$ cat config.mk
export PLATFORM = sky130hd
export DESIGN_NAME = pb_onehot_sequencer
export DESIGN_NICKNAME = d
export VERILOG_FILES = /design/src/rtl/pb_onehot_sequencer_pkg.sv /design/src/rtl/pb_bin2onehot.sv /design/src/rtl/pb_onehot_sequencer.sv
export SDC_FILE = /design/constraint.sdc
export NUM_CORES = 1
export LEC_CHECK = 0
export BUFFER_PORTS_ARGS = -buffer_cell sky130_fd_sc_hd__buf_2
export CAP_MARGIN = 15
export CORE_MARGIN = 2
export CORE_UTILIZATION = 61
export CTS_BUF_LIST = sky130_fd_sc_hd__clkbuf_16
export CTS_CLUSTER_SIZE = 40
export DETAILED_ROUTE_END_ITERATION = 7
export PLACE_DENSITY = 0.82
export SETUP_SLACK_MARGIN = 0.1
export SLEW_MARGIN = 5
export SYNTH_ARGS = -nofsm -noshare
export SYNTH_HDL_FRONTEND = slang
export SYNTH_SLANG_ARGS = --single-unit
$ cat constraint.sdc
create_clock -name i_clk -period 5.2 [get_ports i_clk]
set_input_delay 1.56 -clock i_clk [delete_from_list [all_inputs] [get_ports i_clk]]
set_output_delay 1.56 -clock i_clk [all_outputs]
set_load 0.02 [all_outputs]
$ cat src/rtl/pb_onehot_sequencer_pkg.sv
// Shared types and constant helpers for the program-block sequencer.
package pb_onehot_sequencer_pkg;

  typedef enum logic [1:0] {
    StIdle = 2'd0,
    StRun  = 2'd1,
    StDone = 2'd2
  } state_e;

  function automatic int unsigned clog2(input int unsigned n);
    int unsigned r;
    r = 0;
    while ((32'd1 << r) < n) r++;
    return r;
  endfunction

endpackage

$ cat src/rtl/pb_bin2onehot.sv
// Binary index to one-hot decoder; indices at or beyond N decode to all-zero.
module pb_bin2onehot #(
  parameter int unsigned N = 12,
  parameter int unsigned W = 4
) (
  input  logic [W-1:0] i_idx,
  output logic [N-1:0] o_onehot
);

  always_comb begin
    o_onehot = '0;
    for (int unsigned k = 0; k < N; k++) begin
      if (i_idx == W'(k)) o_onehot[k] = 1'b1;
    end
  end

endmodule

$ cat src/rtl/pb_onehot_sequencer.sv
// Walks a configured chain of program blocks, driving a registered one-hot select bus
// that advances one iteration per step pulse.
module pb_onehot_sequencer
  import pb_onehot_sequencer_pkg::*;
#(
  parameter int unsigned MAX_NO_OF_PROGRAM_BLOCKS = 12,
  parameter int unsigned CNT_WIDTH                = 16,
  parameter int unsigned PB_IDX_WIDTH             = 4
) (
  input  logic                                i_clk,
  input  logic                                i_rst,
  input  logic                                i_cfg_we,
  input  logic [PB_IDX_WIDTH-1:0]             i_cfg_addr,
  input  logic [CNT_WIDTH-1:0]                i_cfg_len,
  input  logic [PB_IDX_WIDTH-1:0]             i_cfg_next,
  input  logic                                i_cfg_last,
  input  logic                                i_start,
  input  logic                                i_step,
  input  logic                                i_abort,
  output logic [MAX_NO_OF_PROGRAM_BLOCKS-1:0] o_s,
  output logic [PB_IDX_WIDTH-1:0]             o_pb_idx,
  output logic                                o_busy,
  output logic                                o_done,
  output logic                                o_err
);

  if (PB_IDX_WIDTH < clog2(MAX_NO_OF_PROGRAM_BLOCKS)) begin : g_bad_idx_width
    $error("PB_IDX_WIDTH too small for MAX_NO_OF_PROGRAM_BLOCKS");
  end

  // One extra bit so indices and the block count compare without truncation.
  localparam logic [PB_IDX_WIDTH:0] MaxPb = (PB_IDX_WIDTH + 1)'(MAX_NO_OF_PROGRAM_BLOCKS);

  logic [CNT_WIDTH-1:0]    r_len  [MAX_NO_OF_PROGRAM_BLOCKS];
  logic [PB_IDX_WIDTH-1:0] r_next [MAX_NO_OF_PROGRAM_BLOCKS];
  logic                    r_last [MAX_NO_OF_PROGRAM_BLOCKS];

  state_e                            r_state, w_state_d;
  logic [PB_IDX_WIDTH-1:0]           r_cur, w_cur_d;
  logic [CNT_WIDTH-1:0]              r_cnt, w_cnt_d;
  logic [MAX_NO_OF_PROGRAM_BLOCKS-1:0] r_s, w_onehot;
  logic                              r_done, w_done_d;
  logic                              r_err, w_err_d;
  logic                              w_cfg_addr_ok, w_cfg_ok;
  logic [PB_IDX_WIDTH-1:0]           w_succ;

  function automatic logic [CNT_WIDTH-1:0] f_load(input logic [CNT_WIDTH-1:0] len);
    return (len == '0) ? CNT_WIDTH'(1) : len;
  endfunction

  assign w_cfg_addr_ok = ({1'b0, i_cfg_addr} < MaxPb);
  assign w_cfg_ok      = i_cfg_we && (r_state != StRun) && w_cfg_addr_ok;
  assign w_succ        = r_next[r_cur];

  always_ff @(posedge i_clk) begin
    if (w_cfg_ok) begin
      r_len[i_cfg_addr]  <= i_cfg_len;
      r_next[i_cfg_addr] <= i_cfg_next;
      r_last[i_cfg_addr] <= i_cfg_last;
    end
  end

  always_comb begin
    w_state_d = r_state;
    w_cur_d   = r_cur;
    w_cnt_d   = r_cnt;
    w_done_d  = 1'b0;
    w_err_d   = r_err;
    if (i_abort) begin
      w_state_d = StIdle;
    end else if (i_start && (r_state != StRun)) begin
      w_state_d = StRun;
      w_cur_d   = '0;
      w_cnt_d   = f_load(r_len[0]);
      w_err_d   = 1'b0;
    end else if (i_step && (r_state == StRun)) begin
      if (r_cnt != CNT_WIDTH'(1)) begin
        w_cnt_d = r_cnt - CNT_WIDTH'(1);
      end else if (r_last[r_cur]) begin
        w_state_d = StDone;
        w_done_d  = 1'b1;
      end else if ({1'b0, w_succ} >= MaxPb) begin
        w_state_d = StDone;
        w_err_d   = 1'b1;
      end else begin
        w_cur_d = w_succ;
        w_cnt_d = f_load(r_len[w_succ]);
      end
    end
    // A rejected config write flags an error even if a start clears it this cycle.
    if (i_cfg_we && ((r_state == StRun) || !w_cfg_addr_ok)) w_err_d = 1'b1;
  end

  pb_bin2onehot #(
    .N(MAX_NO_OF_PROGRAM_BLOCKS),
    .W(PB_IDX_WIDTH)
  ) u_bin2onehot (
    .i_idx   (w_cur_d),
    .o_onehot(w_onehot)
  );

  always_ff @(posedge i_clk) begin
    if (i_rst) begin
      r_state <= StIdle;
      r_cur   <= '0;
      r_cnt   <= '0;
      r_s     <= '0;
      r_done  <= 1'b0;
      r_err   <= 1'b0;
    end else begin
      r_state <= w_state_d;
      r_cur   <= w_cur_d;
      r_cnt   <= w_cnt_d;
      r_s     <= (w_state_d == StRun) ? w_onehot : '0;
      r_done  <= w_done_d;
      r_err   <= w_err_d;
    end
  end

  assign o_s      = r_s;
  assign o_pb_idx = r_cur;
  assign o_busy   = (r_state == StRun);
  assign o_done   = r_done;
  assign o_err    = r_err;

endmodule

==> results of run 1 <==
-- synth_stat cells, drive strengths merged, types with 4 or more instances --
master | number | share of area [%]
nand2 | 106 | 3.3
xnor2 | 10 | 0.72
nor2 | 51 | 1.6
or3 | 5 | 0.26
inv | 11 | 0.34
nor4 | 16 | 1.0
nor3 | 10 | 0.45
o21ai | 11 | 0.45
nand3 | 14 | 0.58
a311oi | 35 | 2.5
a21oi | 13 | 0.54
mux4 | 17 | 3.3
o211ai | 19 | 1.2
a21o | 4 | 0.25
a221oi | 22 | 2.0
o311ai | 5 | 0.36
mux2i | 47 | 4.1
a211o | 10 | 0.72
edfxtp | 252 | 62
buf | 32 | 1.9
clkbuf | 18 | 0.56
mux2 | 12 | 1.1
dfxtp | 36 | 5.9
and2 | 20 | 1.0
-- through the flow --
| step | hold WS (ns) | instance area [um2] | total power, mW | util, % |
|---|---|---|---|---|
| floorplan | 0.4503 | 12120 | 2.755 | - |
| global placement | 0.4743 | 12660 | 2.835 | 65.06 |
| detailed placement | 0.4980 | 12660 | 2.842 | 65.06 |
| CTS | 0.5082 | 13560 | 4.778 | 69.66 |
| global route | 0.5405 | 13560 | 4.901 | 69.66 |
| finish | 0.5088 | 13560 | 4.772 | 69.66 |
-- kinds of logic after synthesis --
group | after synthesis
AOI/OAI and AO/OA | 146
xor gates and xnor gates | 13
adders and majority gates | 2
buffers and inverters | 62
DFF | 288
muxes | 76
and+or+nand+nor | 238
-- layer usage --
layer / share of wire (%) / track usage (%) / vias up
met5: 0 / 0 / -
met4: 4.2 / 12.57 / 0
met3: 9.3 / 3.899 / 75
met2: 47 / 42.93 / 462
met1: 40 / 38.91 / 3797
li1: - / - / 3341
-- placed cells by master (no fill, tap or decap), types with 3 or more instances in the layout --
cell type  count
nand2_1      105
clkinv_2       3
buf_2         49
o21ai_0       10
mux4_1         6
nor4_1        11
a221oi_2       7
mux4_2        11
nand3_1       14
xor2_1         3
clkinv_1       8
mux2_2        12
inv_1         19
a31oi_1        3
nor3_1         9
a311oi_1      35
a21oi_1       12
bufinv_16      3
or3_1          5
a211o_1       10
nor2_1        42
nor2_2         9
o311ai_0       5
clkbuf_16     29
nor4_2         4
dfxtp_1       36
and2_1        20
buf_4         27
o211ai_1      19
mux2i_1       45
edfxtp_1     252
a221oi_1      15
a21o_1         4
nand3b_1       3
xnor2_1       10
-- worst max path at each step --
stage | startpoint | slack (ns) | to | depth (start not counted)
5_1_grt | o_pb_idx[0] | 0.69 | r_cnt[0] | 10
2_1_floorplan | i_cfg_addr[2] | 0.64 | r_last[0] | 2
3_3_place_gp | o_pb_idx[0] | 1.21 | r_cnt[0] | 10
3_5_place_dp | o_pb_idx[0] | 1.03 | r_cnt[0] | 10
4_1_cts | o_pb_idx[0] | 0.99 | r_cnt[0] | 10
6_report | o_pb_idx[0] | 0.98 | r_cnt[0] | 10
-- cell type report --
type,count,area [um2]
clock buffers,29,725.7
clock inverters,22,170.2
fillers,1225,5904
inverters,12,45.04
multi-input cells,475,3550
flip-flops and latches,288,8288
well taps,265,331.6
repair buffers,76,447.9
-- where the power goes --
part	internal (mW)	switching, mW
logic	0.0815	0.154
registers	2.55	0.0210
clock network	1.15	0.820
-- state kept, by name (all words and copies together), names as in the netlist --
| signal | flops |
|---|---|
| r_len | 192 |
| o_s | 12 |
| r_next | 48 |
| r_cnt | 16 |
| r_last | 12 |
| o_done | 1 |
| o_pb_idx | 4 |
| r_state | 2 |
| o_err | 1 |
-- worst max-delay path: cells and delay by family (launching register included) --
kind | cells | cell delay (ns)
AO/OA/AOI/OAI | 5 | 1.39
AND/OR/NAND/NOR | 3 | 0.95
flip-flops | 1 | 0.74
buffers and inverters | 1 | 0.42
multiplexers | 1 | 0.59
==> key figures, run 1 <==
Yosys
  – Mapped Nets: 858
  – Async SR Flop Fraction: 0%
  – Simple-gate portion of the synthesized area: 9.199%
  – Synth warn: 0
  – Largest family of logic cells by synthesized area: compound AO/OA/AOI/OAI gates
  – Adder-cell share of the synthesized area: 0.2065%
  – Complex-gate fraction of the synthesized area: 9.932%
  – Post-synthesis mux area share: 8.548%
  – Synth Area per Inst: 14.69 um2
  – Xor-xnor portion of the synthesized cell area: 0.9395%
  – Synth Flop Type: edfxtp_1
  – Synth Cell Area: 0.01212 mm2
  – Synth unique cells: 68
  – EDFF count, synth: 252
  – Number of synthesized register bits: 288
  – Mapped Cells: 825
  – Sequential fraction of the synthesis area: 68.39%

STA
  – Slew at the pin with the worst max-slew slack: 1.084 ns
  – RSZ-0062 raised after global routing: no
  – Final worst-path cycle share: 81.18%
  – Count of pins over their slew limit: 0
  – Setup Skew: 0.009158 ns
  – Max-slew headroom: 27.73%
  – Final setup viols: 0
  – Final Worst Setup Slack: 0.9788 ns
  – Setup_tns: 0 ns
  – Tmin final: 4.221 ns
  – Final hold vios: 0
  – F_max: 236.9 MHz

Clock tree
  – CTS sink count: 288
  – Clk buf depth: 3
  – CTS tree: built
  – Hold Buf Count CTS: 0
  – TritonCTS buffer count: 28
  – Clk_lat worst skew: 0.54 ns
  – Htree depth: 1
  – Clk pin slew, worst setup/hold paths: 0.07 ns
  – CTS resizes: 0
  – Root buffer cell: clkbuf_16
  – Postcts setup bufs: 0

Finish
  – Ant. Diodes: 0
  – Fin cells: 1167
  – Final nets: 914
  – Layout cell share with drive strength beyond 1: 18.51%
  – Area Growth Syn to Fin: 11.87%

Die
  – I/O Pins: 50
  – Core ar.: 0.01946 mm2
  – Initial Util: 62.27%
  – DIE AREA: 0.02101 mm2
  – Die Width: 145.0 um
  – FP Rows: 51
  – DIE HEIGHT: 145.0 um

Worst setup path
  – Crit-path max cell delay: 0.74 ns
  – FF-to-FF Start: o_pb_idx[0]
  – Crit Path Category: register to register
  – Critical-path maximum fanout: 56
  – Worst setup EP type: register
  – Reg-to-Reg End: r_cnt[0]
  – Reg2Reg Depth: 10
  – Slowest cell on crit path: dfxtp_1
  – Crit path launch type: register
  – Arrival @ worst endpoint: 4.68 ns
  – CP Data Required Time: 5.66 ns
  – CP Cell Sequence: mux4_2, nand2_2, o31ai_4, buf_4, a221oi_1, a311oi_1, a211o_1, nor4_1, nand4_1, a221oi_2
  – Reg2reg setup slack: 0.98 ns

Flow run
  – Max cap viols: 0

Drt
  – Via density: 6.577
  – DRT Pass-1 Iters: 6
  – Initial DRC Count: 1009
  – Drt wl/cell: 24.83 um
  – Antenna Nets Post-Route: 0
  – Total wire length: 28970 um
  – Routed via count: 7675
  – DR DRC count: 0

Global route
  – Largest net degree at the start of global routing: 57
  – Vias in the first global route: 7572
  – Tot GR Track Use: 27.48%
  – First-pass GRT wire length: 44130 um
  – Initial antenna violation count: 0
  – Grt total ovfl: 0

Place
  – Detailed Place HPWL: 16640 um
  – Placement Setup Slack: 1.030 ns
  – Gpl congestion: 0.9182
  – Inst Count DP: 1116
  – Number of port buffers: 49

Worst hold path
  – Hold Crit Start: r_state[1]
  – Worst Hold Depth: 2
  – Hold Crit Class: register to register
  – Min-Delay Endpoint: r_state[1]

Power
  – Leakage power: 4.687 nW
  – PwrDens: 351.9 mW/mm2
  – Peak supply drop: 0.0002642 V

Run status
  – Status: completed
Power figures use the tool's default switching activity.
==> run 2: changes to the inputs <==
- ABC_AREA: default -> 1
- CORE_UTILIZATION: 61 -> 56
- PLACE_DENSITY: 0.82 -> 0.79
- clock period: 5.2 -> 3.8 ns (I/O delays scaled with it)
==> key figures, run 2 <==
STA
  – RSZ-0062 raised after global routing: no
  – Final hold vios: 0
  – Max-slew headroom: 55.78%
  – Hold slack: 0.5062 ns
  – Setup Skew: 0.01357 ns
  – Count of pins over their slew limit: 0
  – Setup_tns: 0 ns
  – F_max: 313.1 MHz
  – Final worst-path cycle share: 84.05%
  – Tmin final: 3.194 ns
  – Slew at the pin with the worst max-slew slack: 0.6608 ns
  – Final setup viols: 0

Finish
  – Largest register FFs: 192
  – Layout cell share with drive strength beyond 1: 11.34%
  – Most frequent cells in the layout: 276 x nand2_1, 252 x edfxtp_1, 170 x inv_1, 163 x nand3_1, 74 x nor2_1
  – Area Growth Syn to Fin: 11.07%
  – Ant. Diodes: 0
  – Commonest non-fill, non-tap cell in the layout: nand2_1
  – Top flop regs: r_len x192, r_next x48, r_cnt x16
  – Largest Register: r_len
  – Fin cells: 1590
  – Final nets: 1317
  – Post-route cell area: 0.01410 mm2

Power
  – Peak supply drop: 0.0002789 V
  – Sequential power share: 53.9%
  – Clk network pwr share: 40.8%
  – Net switching power: 1.406 mW
  – Sw Ratio: 21.64%
  – Leakage power: 5.660 nW
  – PwrDens: 460.8 mW/mm2
  – Comb power frac: 5.2%
  – Pint: 5.091 mW
  – Power Total: 6.497 mW

Yosys
  – Synth warn: 0
  – Number of synthesized register bits: 288
  – Synth unique cells: 35
  – Top-count cell post-synth: nand2_1
  – Yosys top cell by area: edfxtp_1
  – Synth Cell Area: 0.01269 mm2
  – Top-area cell type share of the netlist area: 59.62%
  – Post-synth top cells: 277 x nand2_1, 252 x edfxtp_1, 164 x inv_1
  – EDFF count, synth: 252
  – Sequential fraction of the synthesis area: 65.29%
  – Synth Flop Type: edfxtp_1
  – Mapped Cells: 1234
  – Top post-synthesis cells by area: edfxtp_1 60%, nand2_1 8.2%, nand3_1 6.4%, dfxtp_1 5.7%, inv_1 4.8%
  – Mapped Nets: 1267
  – Synth Area per Inst: 10.29 um2
  – Async SR Flop Fraction: 0%

Global route
  – Initial antenna violation count: 0
  – Largest net degree at the start of global routing: 45
  – Grt total ovfl: 0
  – Vias in the first global route: 8446
  – Tot GR Track Use: 24.76%
  – First-pass GRT wire length: 46180 um

Die
  – Core ar.: 0.02243 mm2
  – DIE AREA: 0.02389 mm2
  – I/O Pins: 50
  – FP Rows: 55
  – Die Width: 154.6 um
  – Initial Util: 56.58%
  – DIE HEIGHT: 154.6 um

Clock tree
  – Clk_lat worst skew: 0.54 ns
  – Hold Buf Count CTS: 0
  – Clk buf depth: 3
  – Clk pin slew, worst setup/hold paths: 0.06 ns
  – CTS resizes: 0
  – Root buffer cell: clkbuf_16
  – CTS sink count: 288
  – Postcts setup bufs: 0
  – CTS tree: built
  – Htree depth: 1
  – TritonCTS buffer count: 28

Drt
  – DRT Pass-1 Iters: 7
  – Drt wl/cell: 18.73 um
  – Antenna Nets Post-Route: 0
  – Total wire length: 29780 um
  – Via density: 5.715
  – Initial DRC Count: 1194
  – Routed via count: 9087
  – DR DRC count: 0

Place
  – Inst Count DP: 1539
  – Placed Area: 0.01323 mm2
  – Gpl congestion: 0.9056
  – Detailed Place HPWL: 19270 um
  – Number of port buffers: 49

Run status
  – Status: completed

Worst setup path
  – CP dominant cell by count: nand2_1
  – Worst setup EP type: register
  – Crit Path Category: register to register
  – Crit path launch type: register
  – Crit-path max cell delay: 0.61 ns
  – Slowest cell on crit path: dfxtp_1
  – CP Data Required Time: 4.27 ns
  – Arrival @ worst endpoint: 3.66 ns
  – Critical-path maximum fanout: 42
  – CP Cell Sequence: inv_1, nand3_1, nand3_1, nand2_2, buf_12, nand2_1, nand3_1, nand3_1, nand3_1, nand2_1, nor2_1, nand2_1, nor2_1, nand2_1, nand2_1, nand2_1, a21oi_1

Flow run
  – Max cap viols: 0

Worst hold path
  – Hold Crit Class: register to register
## run 2: kinds of logic (layout without fill, tap and decap cells)
logic type / count (synthesis) / in the layout / share of synthesized area (%)
compound gates: 131 / 131 / 6.486
xor+xnor: 13 / 13 / 0.8970
fa+ha+maj: 2 / 2 / 0.1971
buf+inv: 229 / 300 / 7.689
flops: 288 / 288 / 65.29
simple gates: 571 / 571 / 19.44
## run 2: cell type report
cell class | instances | area (um2)
fillers | 1723 | 8335
multi-input cells | 717 | 3468
flip-flops and latches | 288 | 8288
well taps | 285 | 356.6
clock buffers | 29 | 725.7
repair buffers | 77 | 467.9
clock inverters | 22 | 146.4
inverters | 172 | 645.6
## run 2: path summary, 6_finish.rpt
path | cells after the start | to | from | slack, ns
worst max-delay path | 17 | r_cnt[0] | o_pb_idx[2] | 0.61
worst min-delay path | 2 | r_state[0] | r_state[0] | 0.51
worst max register to register | 17 | r_cnt[0] | o_pb_idx[2] | 0.61
worst min register to register | 2 | r_state[0] | r_state[0] | 0.51
## run 2: worst max-delay path, delay by kind of cell, from the launching register on
family / cells / cell delay [ns]
AND/OR/NAND/NOR: 14 / 1.81
flip-flops: 1 / 0.61
buffers and inverters: 2 / 0.54
AO/OA/AOI/OAI: 1 / 0.16
## run 2: power groups by stage
stage / clock, mW / combinational, mW / sequential (mW)
after detailed placement: 0 / 0.333 / 3.57
after global routing: 2.78 / 0.379 / 3.51
after CTS: 2.67 / 0.336 / 3.50
final: 2.65 / 0.341 / 3.50
after floorplan: 0 / 0.207 / 3.57
after global placement: 0 / 0.328 / 3.57
## run 2: metal layers
metal,vias to the layer above,wire length [um],track usage (%),share of wire (%)
met4,0,504,6.085,1.7
li1,4282,-,-,-
met3,43,3307,4.483,11
met2,512,13570,37.90,46
met5,-,0,0,0
met1,4250,12400,37.23,42
## run 2: stage by stage
stage,utilization (%),worst slack (ns)
after floorplan,-,0.8656
after global placement,58.96,0.6317
after detailed placement,58.96,0.6640
after CTS,62.84,0.6547
after global routing,62.84,0.3024
final,62.84,0.6062
